## src/rtl/muldiv_hilo_unit.sv

```systemverilog
// Purpose: multi-cycle signed MULT/DIV engine with the architectural HI/LO pair and MFHI/MFLO read port.
// Latency: accept at edge 0, WIDTH iteration cycles, sign fixup commits HI/LO at edge WIDTH+1.
// Backpressure: stall holds IF/ID/EX from the cycle after accept through FIXUP; start is ignored while busy.
//
// Ports:
//   clk, reset_n          rising-edge clock, asynchronous active-low reset
//   start, alucontrol     EX holds a valid op; 1000 MULT, 1001 DIV, 1010 MFHI, 1011 MFLO
//   hien, loen            commit enables for HI / LO, latched at accept
//   srca, srcb            rs (multiplicand / dividend), rt (multiplier / divisor)
//   stall, done           busy indication; one-cycle pulse in the cycle HI/LO are written
//   divzero               sticky: last DIV had a zero divisor
//   mfresult              HI for MFHI, LO for MFLO, else 0 (combinational)
//   hi, lo                architectural HI/LO
module muldiv_hilo_unit #(
  parameter int WIDTH = 32
) (
  input  logic             clk,
  input  logic             reset_n,
  input  logic             start,
  input  logic [3:0]       alucontrol,
  input  logic             hien,
  input  logic             loen,
  input  logic [WIDTH-1:0] srca,
  input  logic [WIDTH-1:0] srcb,
  output logic             stall,
  output logic             done,
  output logic             divzero,
  output logic [WIDTH-1:0] mfresult,
  output logic [WIDTH-1:0] hi,
  output logic [WIDTH-1:0] lo
);

  localparam logic [3:0] OP_MULT = 4'b1000;
  localparam logic [3:0] OP_DIV  = 4'b1001;
  localparam logic [3:0] OP_MFHI = 4'b1010;
  localparam logic [3:0] OP_MFLO = 4'b1011;
  localparam int         CW      = $clog2(WIDTH);

  typedef enum logic [1:0] {IDLE, RUN_MUL, RUN_DIV, FIXUP} state_t;

  state_t               state, state_nxt;
  logic [CW-1:0]        cnt;
  logic [2*WIDTH-1:0]   acc;      // MULT: {partial product, multiplier}; DIV: {remainder, dividend/quotient}
  logic [WIDTH-1:0]     opb;      // MULT: |multiplicand|; DIV: |divisor|
  logic [WIDTH-1:0]     a_raw;    // original srca, returned as HI on divide by zero
  logic                 rsign;
  logic                 asign;
  logic                 op_div;
  logic                 op_hien;
  logic                 op_loen;
  logic                 dz;

  logic                 accept;
  logic                 last_iter;
  logic [WIDTH-1:0]     a_mag, b_mag;
  logic [WIDTH:0]       mul_sum;
  logic [WIDTH:0]       div_shift, div_trial;
  logic [2*WIDTH-1:0]   mul_next, div_next, prod;
  logic [WIDTH-1:0]     hi_res, lo_res;

  assign accept    = start && (state == IDLE) && (alucontrol == OP_MULT || alucontrol == OP_DIV);
  assign last_iter = (cnt == CW'(WIDTH-1));

  // Unsigned magnitudes; the most negative value maps to 2^(WIDTH-1), which still fits unsigned.
  assign a_mag = srca[WIDTH-1] ? (~srca + 1'b1) : srca;
  assign b_mag = srcb[WIDTH-1] ? (~srcb + 1'b1) : srcb;

  // Shift-add: add multiplicand into the upper half when the multiplier LSB is set, then shift right.
  assign mul_sum  = {1'b0, acc[2*WIDTH-1:WIDTH]} + {1'b0, (acc[0] ? opb : {WIDTH{1'b0}})};
  assign mul_next = {mul_sum, acc[WIDTH-1:1]};

  // Restoring divide: bring in the next dividend bit, keep the subtraction only if it did not borrow.
  // The remainder stays below the divisor, so a WIDTH+1-bit trial holds its sign in the top bit.
  assign div_shift = acc[2*WIDTH-1:WIDTH-1];
  assign div_trial = div_shift - {1'b0, opb};
  assign div_next  = div_trial[WIDTH] ? {div_shift[WIDTH-1:0], acc[WIDTH-2:0], 1'b0}
                                      : {div_trial[WIDTH-1:0], acc[WIDTH-2:0], 1'b1};

  always_comb begin
    prod   = rsign ? -acc : acc;
    hi_res = prod[2*WIDTH-1:WIDTH];
    lo_res = prod[WIDTH-1:0];
    if (op_div) begin
      if (dz) begin
        hi_res = a_raw;
        lo_res = {WIDTH{1'b1}};
      end else begin
        lo_res = rsign ? -acc[WIDTH-1:0] : acc[WIDTH-1:0];
        hi_res = asign ? -acc[2*WIDTH-1:WIDTH] : acc[2*WIDTH-1:WIDTH];
      end
    end
  end

  always_ff @(posedge clk or negedge reset_n) begin
    if (!reset_n) state <= IDLE;
    else          state <= state_nxt;
  end

  always_comb begin
    state_nxt = state;
    stall     = 1'b0;
    done      = 1'b0;
    case (state)
      IDLE: begin
        if (accept) state_nxt = (alucontrol == OP_DIV) ? RUN_DIV : RUN_MUL;
      end
      RUN_MUL, RUN_DIV: begin
        stall = 1'b1;
        if (last_iter) state_nxt = FIXUP;
      end
      FIXUP: begin
        stall     = 1'b1;
        done      = 1'b1;
        state_nxt = IDLE;
      end
      default: state_nxt = IDLE;
    endcase
  end

  always_ff @(posedge clk or negedge reset_n) begin
    if (!reset_n) begin
      cnt     <= '0;
      acc     <= '0;
      opb     <= '0;
      a_raw   <= '0;
      rsign   <= 1'b0;
      asign   <= 1'b0;
      op_div  <= 1'b0;
      op_hien <= 1'b0;
      op_loen <= 1'b0;
      dz      <= 1'b0;
      hi      <= '0;
      lo      <= '0;
      divzero <= 1'b0;
    end else begin
      case (state)
        IDLE: begin
          if (accept) begin
            cnt     <= '0;
            a_raw   <= srca;
            rsign   <= srca[WIDTH-1] ^ srcb[WIDTH-1];
            asign   <= srca[WIDTH-1];
            op_div  <= (alucontrol == OP_DIV);
            op_hien <= hien;
            op_loen <= loen;
            dz      <= (srcb == '0);
            if (alucontrol == OP_DIV) begin
              acc <= {{WIDTH{1'b0}}, a_mag};
              opb <= b_mag;
            end else begin
              acc <= {{WIDTH{1'b0}}, b_mag};
              opb <= a_mag;
            end
          end
        end
        RUN_MUL: begin
          acc <= mul_next;
          cnt <= cnt + 1'b1;
        end
        RUN_DIV: begin
          acc <= div_next;
          cnt <= cnt + 1'b1;
        end
        FIXUP: begin
          if (op_hien) hi <= hi_res;
          if (op_loen) lo <= lo_res;
          if (op_div)  divzero <= dz;
        end
        default: ;
      endcase
    end
  end

  always_comb begin
    mfresult = '0;
    case (alucontrol)
      OP_MFHI: mfresult = hi;
      OP_MFLO: mfresult = lo;
      default: mfresult = '0;
    endcase
  end

endmodule

```

## config.mk

```make
export PLATFORM = sky130hd
export DESIGN_NAME = muldiv_hilo_unit
export DESIGN_NICKNAME = d
export VERILOG_FILES = /design/src/rtl/muldiv_hilo_unit.sv
export SDC_FILE = /design/constraint.sdc
export NUM_CORES = 1
export LEC_CHECK = 0
export BUFFER_PORTS_ARGS = -buffer_cell sky130_fd_sc_hd__buf_4
export CAP_MARGIN = 30
export CELL_PAD_IN_SITES_DETAIL_PLACEMENT = 1
export CELL_PAD_IN_SITES_GLOBAL_PLACEMENT = 1
export CORE_MARGIN = 4
export CORE_UTILIZATION = 50
export CTS_BUF_LIST = sky130_fd_sc_hd__clkbuf_8
export CTS_CLUSTER_DIAMETER = 80
export DETAILED_ROUTE_END_ITERATION = 10
export PLACE_DENSITY = 0.95
export SYNTH_ARGS = -nofsm -noshare
export SYNTH_HDL_FRONTEND = slang
export SYNTH_SLANG_ARGS = --single-unit
```

## constraint.sdc

```tcl
create_clock -name clk -period 8.35 [get_ports clk]
set_input_delay 2.0875 -clock clk [delete_from_list [all_inputs] [get_ports clk]]
set_output_delay 2.0875 -clock clk [all_outputs]
set_load 0.1 [all_outputs]
```

==> impl_metrics.tcl <==
set metrics [dict create \
    final_common_cell "nand2_1" \
    drive_gt1_share_pct 12.7 \
    crit_end "mfresult[11]" \
    period_share_pct 68.8 \
    cap_violations 0 \
    antenna_cells 0 \
    synth-edff-count 0 \
    port_buffers 171 \
    cts_buffer_depth 3 \
    fmax_ghz 0.174 \
    syn_nets 2376 \
    synth-async-reset-ratio_pct 100 \
    synth_warnings 0 \
    drtIter0Drc 2438 \
    fin_skew_ps 51.7 \
    routed_wl_mm 80.8 \
    fp.dieH_um 193 \
    antenna_left 0 \
    final_cell_mix "346 x nand2_1, 213 x o21ai_0, 204 x dfrtp_1" \
    reg2reg_slack_ps 3300 \
    final_util_pct 57.9 \
    dieArea_sq_um 37200 \
    num_rows 67 \
    worst_setup_path_end_kind "primary output" \
    grt_pass1_wl_mm 120 \
    synth-main-ff-cell "dfrtp_1" \
    die_x_um 193 \
    r2r_start "acc[50]" \
    area_growth_pct 13.9 \
    ioPinCount 172 \
    cts_resized 0 \
    drcViolationCount 0 \
    cts_root_buf "clkbuf_8" \
    via_per_inst 6.97 \
    cts.clk_slew.worst_paths_ps 60 \
    worstSetupPathType "in -> out" \
    wl_per_cell_um 29.1 \
    placed_cells 2706 \
    startpoint_type "input pin" \
    r2r_end "acc[55]" \
    slew_headroom_pct 27.6 \
    dp_hpwl_mm 58.0 \
    synth_seq_area_share_pct 30.0 \
    route.vias.total 19367 \
    final_hold_viol_count 0 \
    synthTopCellsByArea "dfrtp_1 30%, nand2_1 7.6%, o21ai_0 6.2%" \
    grt_max_degree 76 \
    finalSetupViolCount 0 \
    stdcell_count 2778 \
    min_path_type "reg -> reg" \
    cts_inserted_buffers 39 \
    post_cts_buffers 0 \
    cts_tree "built" \
    synth_cell_types 78 \
    synth_area_per_cell_sq_um 7.68 \
    drtPass1Iterations 6 \
    tns_ps 0 \
    clk_latency_ps 610 \
    initial_core_util_pct 50.9 \
    crit_start "alucontrol[2]" \
    clock_sinks 205 \
    grt_overflow_total 0 \
    globalplace.congestion 0.997 \
    core_area_sq_um 33600 \
    netlist_instances 2227 \
    synth_top_cell_area_share_pct 30.0 \
    rsz0062_at_grt "no" \
    min_period_ps 5750 \
    cp_max_fo 28 \
    cp.required_ps 6260 \
    track_usage_pct 42.2 \
    synth_top_area_cell "dfrtp_1" \
    worst_slew_pin_slew_ps 1080 \
    hold_buffers 0 \
    h-tree-depth 2 \
    outcome "completed" \
    crit_arrival_ps 3660 \
    antenna_found_initial 3 \
    synth-seq-cells 205 \
    reg2regPathDepth 11 \
    layout.nets 2451 \
    slew_violations 0 \
    whs_ps 481 \
    grt_pass1_vias 19666 \
    syn_area_sq_um 17100 \
]
==> per-layer routing <==
layer / GRT usage (%) / part of all wire, % / up-vias
met4: 29.2 / 8.1 / 4
met5: 0 / 0.030 / -
met1: 52.4 / 37 / 9396
li1: - / - / 8173
met2: 64.3 / 43 / 1404
met3: 11.0 / 11 / 390
==> metrics by stage <==
stage                     worst slack [ps]  area (sq um)
after detailed placement              2180         18500
after global placement                2280         18500
final                                 2600         19500
after floorplan                       2580         17100
after CTS                             2110         19400
after global routing                  2540         19500
==> registers in the layout, summed over array words and instances (netlist names) <==
signal and cells:
state 2, rsign 1, opb 32, op_hien 1, cnt 5, op_loen 1
a_raw 32, op_div 1, divzero 1, hi 32, acc 64, dz 1
lo 32
==> cell families after synthesis <==
kind of cell | after synthesis | share of synthesized area [%]
AND/OR/NAND/NOR | 768 | 20.5
AO/OA/AOI/OAI | 730 | 27.3
buffers and inverters | 233 | 5.20
flip-flops | 205 | 30.0
XOR/XNOR | 188 | 9.63
adder cells (fa/ha/maj) | 76 | 5.65
multiplexers | 27 | 1.62
==> synthesized netlist by cell type (22+ instances only) <==
cell type / number
a21o_1: 34
o31ai_1: 48
nor2_1: 159
a221oi_1: 24
nand2_1: 347
a22o_1: 36
clkbuf_1: 150
inv_1: 65
nor3_1: 39
xnor2_1: 80
o21ai_0: 213
ha_1: 74
a21oi_1: 170
mux2i_1: 22
or4_1: 24
a22oi_1: 29
dfrtp_1: 205
xor2_1: 108
nand3_1: 57
or3_1: 28
==> worst min path at each step <==
stage	start	to	slack, ps	cells after the start
after detailed placement	a_raw[21]	a_raw[21]	460	2
after floorplan	op_loen	op_loen	440	2
after CTS	a_raw[29]	a_raw[29]	490	2
after global routing	a_raw[2]	a_raw[2]	510	2
after global placement	a_raw[11]	a_raw[11]	460	2
final	a_raw[29]	a_raw[29]	480	2
==> area by class of cell <==
cell class                 count  area [sq um]
clock buffer                  50           688
clock inverter                19           155
fill                        4145         14100
inverter                      68           255
multi-input combinational   1789         11100
sequential                   205          5130
tap                          448           561
timing repair buffer         199          1590
==> critical path, cell delays in order <==
cell and delay, ps:
buf_4 110, nor2b_1 320, nand2_1 120, nor2_2 240
buf_8 260, a22o_1 210, buf_4 300
Power is not shown: default switching activity piles up to over one toggle a cycle in this logic, so the estimate is an artifact.
